<file path="src/rtl/fwd_pkg.sv">
// Shared types, select encodings and match helpers for the forwarding/hazard unit.
package fwd_pkg;

    // Tag fields are sized for the widest supported configuration; narrower indices are zero-extended.
    localparam int unsigned TAG_RD_W  = 8;
    localparam int unsigned MAX_DEPTH = 8;
    localparam int unsigned SEL_MAX_W = 4;

    localparam int unsigned FWD_RF    = 0;
    localparam int unsigned FWD_EXMEM = 1;
    localparam int unsigned FWD_MEMWB = 2;

    typedef struct packed {
        logic                valid;
        logic [TAG_RD_W-1:0] rd;
        logic                regwrite;
        logic                memread;
    } tag_t;

    localparam tag_t TAG_BUBBLE = '0;

    // True when this entry will write a non-zero register equal to idx.
    function automatic logic tag_writes(input tag_t t, input logic [TAG_RD_W-1:0] idx);
        return t.valid && t.regwrite && (t.rd != '0) && (t.rd == idx);
    endfunction

    // True when this entry is an in-flight load producing idx.
    function automatic logic tag_loads(input tag_t t, input logic [TAG_RD_W-1:0] idx);
        return t.memread && tag_writes(t, idx);
    endfunction

    // Smallest stage k in 1..depth whose tag t[k-1] produces rs; FWD_RF if none.
    function automatic logic [SEL_MAX_W-1:0] fwd_match(
        input tag_t [MAX_DEPTH-1:0] t,
        input int unsigned          depth,
        input logic [TAG_RD_W-1:0]  rs
    );
        logic [SEL_MAX_W-1:0] sel;
        sel = SEL_MAX_W'(FWD_RF);
        for (int k = int'(MAX_DEPTH); k >= int'(FWD_EXMEM); k--) begin
            if ((k <= int'(depth)) && tag_writes(t[k-1], rs)) begin
                sel = SEL_MAX_W'(k);
            end
        end
        return sel;
    endfunction

endpackage

</file>
<file path="src/rtl/fwd_tag_stage.sv">
// One pipeline tag register: holds on freeze, loads a bubble or the upstream tag on advance.
module fwd_tag_stage
    import fwd_pkg::*;
(
    input  logic clk_i,
    input  logic rst_i,
    input  logic adv_i,
    input  logic bubble_i,
    input  tag_t d_i,
    output tag_t q_o
);

    tag_t tag_d;
    tag_t tag_q;

    always_comb begin : next_tag
        tag_d = tag_q;
        if (adv_i) begin
            tag_d = bubble_i ? TAG_BUBBLE : d_i;
        end
    end

    always_ff @(posedge clk_i) begin : tag_reg
        if (rst_i) begin
            tag_q <= TAG_BUBBLE;
        end else begin
            tag_q <= tag_d;
        end
    end

    assign q_o = tag_q;

endmodule

</file>
<file path="src/rtl/fwd_hazard_unit.sv">
// Operand forwarding selects for EX and load-use stall for ID, tracking in-flight destination tags.
module fwd_hazard_unit
    import fwd_pkg::*;
#(
    parameter int unsigned REG_AW    = 5,
    parameter int unsigned NUM_SRC   = 2,
    parameter int unsigned FWD_DEPTH = 2,
    parameter int unsigned LOAD_LAT  = 1,
    parameter int unsigned SEL_W     = $clog2(FWD_DEPTH + 1),
    parameter int unsigned CNT_W     = 16
) (
    input  logic                       clk_i,
    input  logic                       rst_i,
    input  logic                       id_valid_i,
    input  logic [NUM_SRC*REG_AW-1:0]  id_rs_i,
    input  logic [REG_AW-1:0]          id_rd_i,
    input  logic                       id_regwrite_i,
    input  logic                       id_memread_i,
    input  logic                       flush_i,
    input  logic                       freeze_i,
    output logic [NUM_SRC*SEL_W-1:0]   fwd_sel_o,
    output logic                       stall_o,
    output logic [CNT_W-1:0]           stall_cnt_o
);

    // Stage 0 is the EX entry; stage k (k >= 1) is tag entry T[k-1].
    localparam int unsigned NSTG = FWD_DEPTH + 1;

    tag_t [NSTG-1:0]         stg_in;
    tag_t [NSTG-1:0]         stg_q;
    logic [NSTG-1:0]         stg_bub;
    tag_t [MAX_DEPTH-1:0]    tvec;

    logic                       adv_c;
    logic                       stall_c;
    logic [NUM_SRC*SEL_W-1:0]   fwd_sel_c;

    logic [NUM_SRC*REG_AW-1:0]  ex_rs_d;
    logic [NUM_SRC*REG_AW-1:0]  ex_rs_q;
    logic [CNT_W-1:0]           cnt_d;
    logic [CNT_W-1:0]           cnt_q;

    assign adv_c = ~freeze_i;

    always_comb begin : stage_inputs
        stg_in  = '0;
        stg_bub = '0;
        stg_in[0].valid    = id_valid_i;
        stg_in[0].rd       = TAG_RD_W'(id_rd_i);
        stg_in[0].regwrite = id_regwrite_i;
        stg_in[0].memread  = id_memread_i;
        stg_bub[0]         = stall_c | flush_i;
        for (int i = 1; i < int'(NSTG); i++) begin
            stg_in[i] = stg_q[i-1];
        end
    end

    for (genvar g = 0; g < int'(NSTG); g++) begin : g_stage
        fwd_tag_stage u_stage (
            .clk_i    (clk_i),
            .rst_i    (rst_i),
            .adv_i    (adv_c),
            .bubble_i (stg_bub[g]),
            .d_i      (stg_in[g]),
            .q_o      (stg_q[g])
        );
    end

    // Source indices ride with the EX tag; a bubble clears them.
    always_comb begin : ex_rs_next
        ex_rs_d = ex_rs_q;
        if (adv_c) begin
            ex_rs_d = stg_bub[0] ? '0 : id_rs_i;
        end
    end

    always_comb begin : fwd_select
        tvec      = '0;
        fwd_sel_c = '0;
        for (int k = 0; k < int'(FWD_DEPTH); k++) begin
            tvec[k] = stg_q[k+1];
        end
        for (int j = 0; j < int'(NUM_SRC); j++) begin
            if (stg_q[0].valid) begin
                fwd_sel_c[j*SEL_W +: SEL_W] =
                    SEL_W'(fwd_match(tvec, FWD_DEPTH, TAG_RD_W'(ex_rs_q[j*REG_AW +: REG_AW])));
            end
        end
    end

    // Loads in EX and the first LOAD_LAT-1 tag stages cannot yet supply data.
    always_comb begin : load_use
        logic hazard;
        hazard = 1'b0;
        for (int k = 0; k < int'(LOAD_LAT); k++) begin
            for (int j = 0; j < int'(NUM_SRC); j++) begin
                if (id_valid_i && tag_loads(stg_q[k], TAG_RD_W'(id_rs_i[j*REG_AW +: REG_AW]))) begin
                    hazard = 1'b1;
                end
            end
        end
        stall_c = hazard & ~flush_i;
    end

    always_comb begin : cnt_next
        cnt_d = cnt_q;
        if (stall_c && adv_c && (cnt_q != '1)) begin
            cnt_d = cnt_q + CNT_W'(1);
        end
    end

    always_ff @(posedge clk_i) begin : ctl_reg
        if (rst_i) begin
            ex_rs_q <= '0;
            cnt_q   <= '0;
        end else begin
            ex_rs_q <= ex_rs_d;
            cnt_q   <= cnt_d;
        end
    end

    assign fwd_sel_o   = fwd_sel_c;
    assign stall_o     = stall_c;
    assign stall_cnt_o = cnt_q;

endmodule

</file>
<file path="config.mk">
export PLATFORM = sky130hd
export DESIGN_NAME = fwd_hazard_unit
export DESIGN_NICKNAME = d
export VERILOG_FILES = /design/src/rtl/fwd_pkg.sv /design/src/rtl/fwd_tag_stage.sv /design/src/rtl/fwd_hazard_unit.sv
export SDC_FILE = /design/constraint.sdc
export NUM_CORES = 1
export LEC_CHECK = 0
export CORE_MARGIN = 5
export CORE_UTILIZATION = 50
export CTS_CLUSTER_SIZE = 14
export DETAILED_ROUTE_END_ITERATION = 10
export GPL_TIMING_DRIVEN = 0
export PLACE_DENSITY = 0.76
export SLEW_MARGIN = 20
export SYNTH_ARGS = -nofsm -noshare
export SYNTH_HDL_FRONTEND = slang
export SYNTH_SLANG_ARGS = --single-unit
</file>
<file path="constraint.sdc">
create_clock -name clk_i -period 4.36 [get_ports clk_i]
set_input_delay 1.09 -clock clk_i [delete_from_list [all_inputs] [get_ports clk_i]]
set_output_delay 1.09 -clock clk_i [all_outputs]
set_load 0.05 [all_outputs]
</file>
==> impl_metrics.csv <==
group,metric,value,unit
status,status,"complete, no violations",
detailed_routing,drc,0,
detailed_routing,num_vias,2151,
global_route,grt_pass1_wl,9260,um
detailed_routing,routed_wl,5660,um
clocking,cts-root-buf,"clkbuf_8",
power_and_ir_drop,powerDensity,288,nW/um2
floorplan,die_y,79.7,um
setup_path,critPathTopFamily,"buffers and inverters",
setup_path,worstPathArrival,3.01,ns
detailed_routing,top_layer,"met4",
floorplan,core_area,4720,um2
min_path,hp-class,"flop to flop",
power_and_ir_drop,p_sw,0.000197,W
yosys,syn_avg_cell_area,9.45,um2
finish,diodes,0,
yosys,ys_seq_area_share,39.5,%
setup_path,crit_chain,"clkdlybuf4s50_1, xor2_1, nor3_1, a22oi_1, nand2b_1, buf_2, buf_2, nor2_1, clkbuf_2",
flow_run,drv_cap,0,
power_and_ir_drop,pwr-share-comb,8.8,%
power_and_ir_drop,p_leak,1.13,nW
finish,stdcell_count,372,
detailed_routing,vias_per_cell,5.78,
setup_path,cp-end-kind,"output port",
timing,finalCritPeriodShare,94.0,%
floorplan,die_area,6350,um2
power_and_ir_drop,p_total,0.000872,W
finish,fillers,399,
timing,finalMaxSlewViolations,0,
power_and_ir_drop,ir_drop,0.203,mV
placement,gp_congestion,0.884,
finish,final_core_util,64.2,%
power_and_ir_drop,sw_frac_of_total,22.6,%
setup_path,cp_slowest_cell,"clkdlybuf4s50_1",
detailed_routing,route.met3.wl,193,um
power_and_ir_drop,clock_power_share,38.5,%
timing,period_needed,4.10,ns
clocking,cts.clk_slew.worst_paths,0.09,ns
global_route,grtUsageTotal,18.6,%
clocking,post_cts_buffers,0,
timing,max_slew_margin,55.4,%
detailed_routing,detail-route-antenna-nets,0,
yosys,synth.ff_latch_count,48,
floorplan,rows,25,
detailed_routing,wl_met2,2620,um
setup_path,crit_buf_inv,4,
timing,setup_viol,0,
floorplan,dieWidth,79.7,um
clocking,clock_latency,0.30,ns
timing,finClkSkew,0.00892,ns
placement,dp_hpwl,4290,um
detailed_routing,first_pass_iters,4,
placement,portBuffers,40,
setup_path,critPathLaunchType,"primary input",
global_route,grt_max_degree,16,
yosys,synth_edf_count,0,
yosys,syn_nets,280,
finish,finalInstanceArea,3030,um2
setup_path,crit_required,3.27,ns
yosys,ys_types,38,
global_route,antenna_found_initial,0,
detailed_routing,post_drt_wl_per_cell,15.2,um
setup_path,crit_top_cell,"buf_2",
clocking,cts_max_level,2,
floorplan,io_pins,43,
power_and_ir_drop,p_int,0.000675,W
placement,post-place-cells,364,
setup_path,cp_max_fo,10,
global_route,grt_overflow,0,
floorplan,start_util,51.4,%
finish,final_nets,327,
timing,fmax,244,MHz
placement,place_area,2910,um2
timing,rsz0062_at_grt,"no",
finish,final_common_cell,"dfxtp_1",
setup_path,max_stage_delay,0.44,ns
clocking,cts_buffer_depth,2,
yosys,async_flop_share,0,%
clocking,numCtsBuffers,5,
timing,tightestPinTransition,0.669,ns
finish,layout_common_cells,"48 x dfxtp_1, 39 x clkdlybuf4s50_1, 24 x xor2_1",
clocking,cts_tree,"yes",
detailed_routing,drt_iter0_markers,161,
clocking,cts.sinks,48,
timing,finalHoldViolCount,0,
clocking,ctsHoldBuffers,0,
yosys,synth_cells,257,
global_route,grt_pass1_vias,1914,
setup_path,crit_type,"primary input to output port",
power_and_ir_drop,seq_power_share,52.6,%
finish,area_growth,24.7,%
finish,layout-drive-gt1-share,8.85,%
yosys,yosysWarnings,0,
yosys,syn_area,2430,um2
yosys,synthFlopType,"dfxtp_1",
detailed_routing,met1_length,2790,um
Yosys cell counts, types with 2 or more instances:
cell / number / area [um2]
and2_1: 3 / 18.8
nor3_1: 2 / 10.0
buf_1: 4 / 15.0
xor2_1: 24 / 210
nand4_1: 7 / 43.8
a21oi_1: 12 / 60.1
nor2_2: 2 / 12.5
o31ai_1: 9 / 67.6
buf_2: 6 / 30.0
or4b_1: 4 / 40.0
o41ai_1: 3 / 26.3
nor2b_1: 5 / 31.3
mux2i_1: 14 / 140
mux2_2: 4 / 45.0
nor2_1: 23 / 86.3
dfxtp_1: 48 / 961
buf_6: 2 / 22.5
xnor2_1: 6 / 52.6
inv_1: 3 / 11.3
clkbuf_1: 4 / 15.0
a32o_1: 18 / 180
nor4_1: 9 / 56.3
nand3_1: 11 / 55.1
nand2_1: 8 / 30.0
or4_1: 13 / 97.6
final cells by class:
type | count | area (um2) | share of cell area, %
Timing Repair Buffer | 40 | 395 | 13.0
Sequential cell | 48 | 961 | 31.7
Clock inverter | 2 | 38.8 | 1.28
Buffer | 16 | 82.6 | 2.73
Tap cell | 67 | 83.8 | 2.77
Clock buffer | 6 | 82.6 | 2.73
Inverter | 3 | 11.3 | 0.372
Multi-Input combinational cell | 190 | 1380 | 45.4
sequential cells by signal, indices dropped and copies added (netlist names):
register             count
ex_rs_q                 10
g_stage.u_stage.q_o     22
stall_cnt_o             16
power by group through the flow:
stage / registers (W) / logic (W) / clock network [W]
after floorplan: 0.000465 / 0.0000471 / 0
after global placement: 0.000469 / 0.0000760 / 0
after detailed placement: 0.000469 / 0.0000770 / 0
after CTS: 0.000458 / 0.0000774 / 0.000344
after global routing: 0.000460 / 0.0000839 / 0.000362
final: 0.000459 / 0.0000771 / 0.000336
routing by layer:
metal  vias to the layer above  GRT usage, %
li1                       1069             -
met1                      1036          26.4
met2                        40          28.6
met3                         6          3.95
met4                         0          4.64
met5                         -             0
metrics by stage:
stage | setup WS, ns | hold WS [ns] | setup TNS, ns
2_1_floorplan | 0.580 | 0.442 | 0
3_3_place_gp | -0.222 | 0.452 | -0.222
3_5_place_dp | -0.248 | 0.477 | -0.248
4_1_cts | 0.0174 | 0.498 | 0
5_1_grt | 0.0891 | 0.523 | 0
6_report | 0.262 | 0.496 | 0
worst reg2reg max path: cells and delay by family, from the launching register on:
kind / cells / cell delay (ns)
DFF: 1 / 0.47
and+or+nand+nor: 3 / 0.65
muxes: 1 / 0.36
AOI/OAI and AO/OA: 1 / 0.23
buffers and inverters: 1 / 0.23
repair_timing:
item,4_1_cts,5_1_grt
setup endpoints to repair,1,1
gates resized for setup,1,2
pin swaps,0,0
worst paths after layout:
kind                                      startpoint                                      to  slack, ns  cells after the start
max                                       id_rs_i[7]                                 stall_o       0.26                      9
min reg2reg   g_stage[0].u_stage.q_o[0]$_SDFFE_PP0N_  g_stage[0].u_stage.q_o[0]$_SDFFE_PP0N_       0.50                      1
max reg2reg  g_stage[0].u_stage.q_o[10]$_SDFFE_PP0N_            stall_cnt_o[10]$_SDFFE_PP0P_       2.31                      6
min           g_stage[0].u_stage.q_o[0]$_SDFFE_PP0N_  g_stage[0].u_stage.q_o[0]$_SDFFE_PP0N_       0.50                      1
cells by family (layout without fill, tap and decap cells):
kind of cell             after synthesis  after routing  share of synthesized area, %
AND/OR/NAND/NOR                       94             94                          22.0
flip-flops                            48             48                          39.5
AO/OA/AOI/OAI                         47             47                          15.6
XOR/XNOR                              30             30                          10.8
buffers and inverters                 19             67                          3.86
multiplexers                          18             18                          7.62
adder cells (fa/ha/maj)                1              1                         0.515
Note: power is estimated with default switching activity, not from simulation.
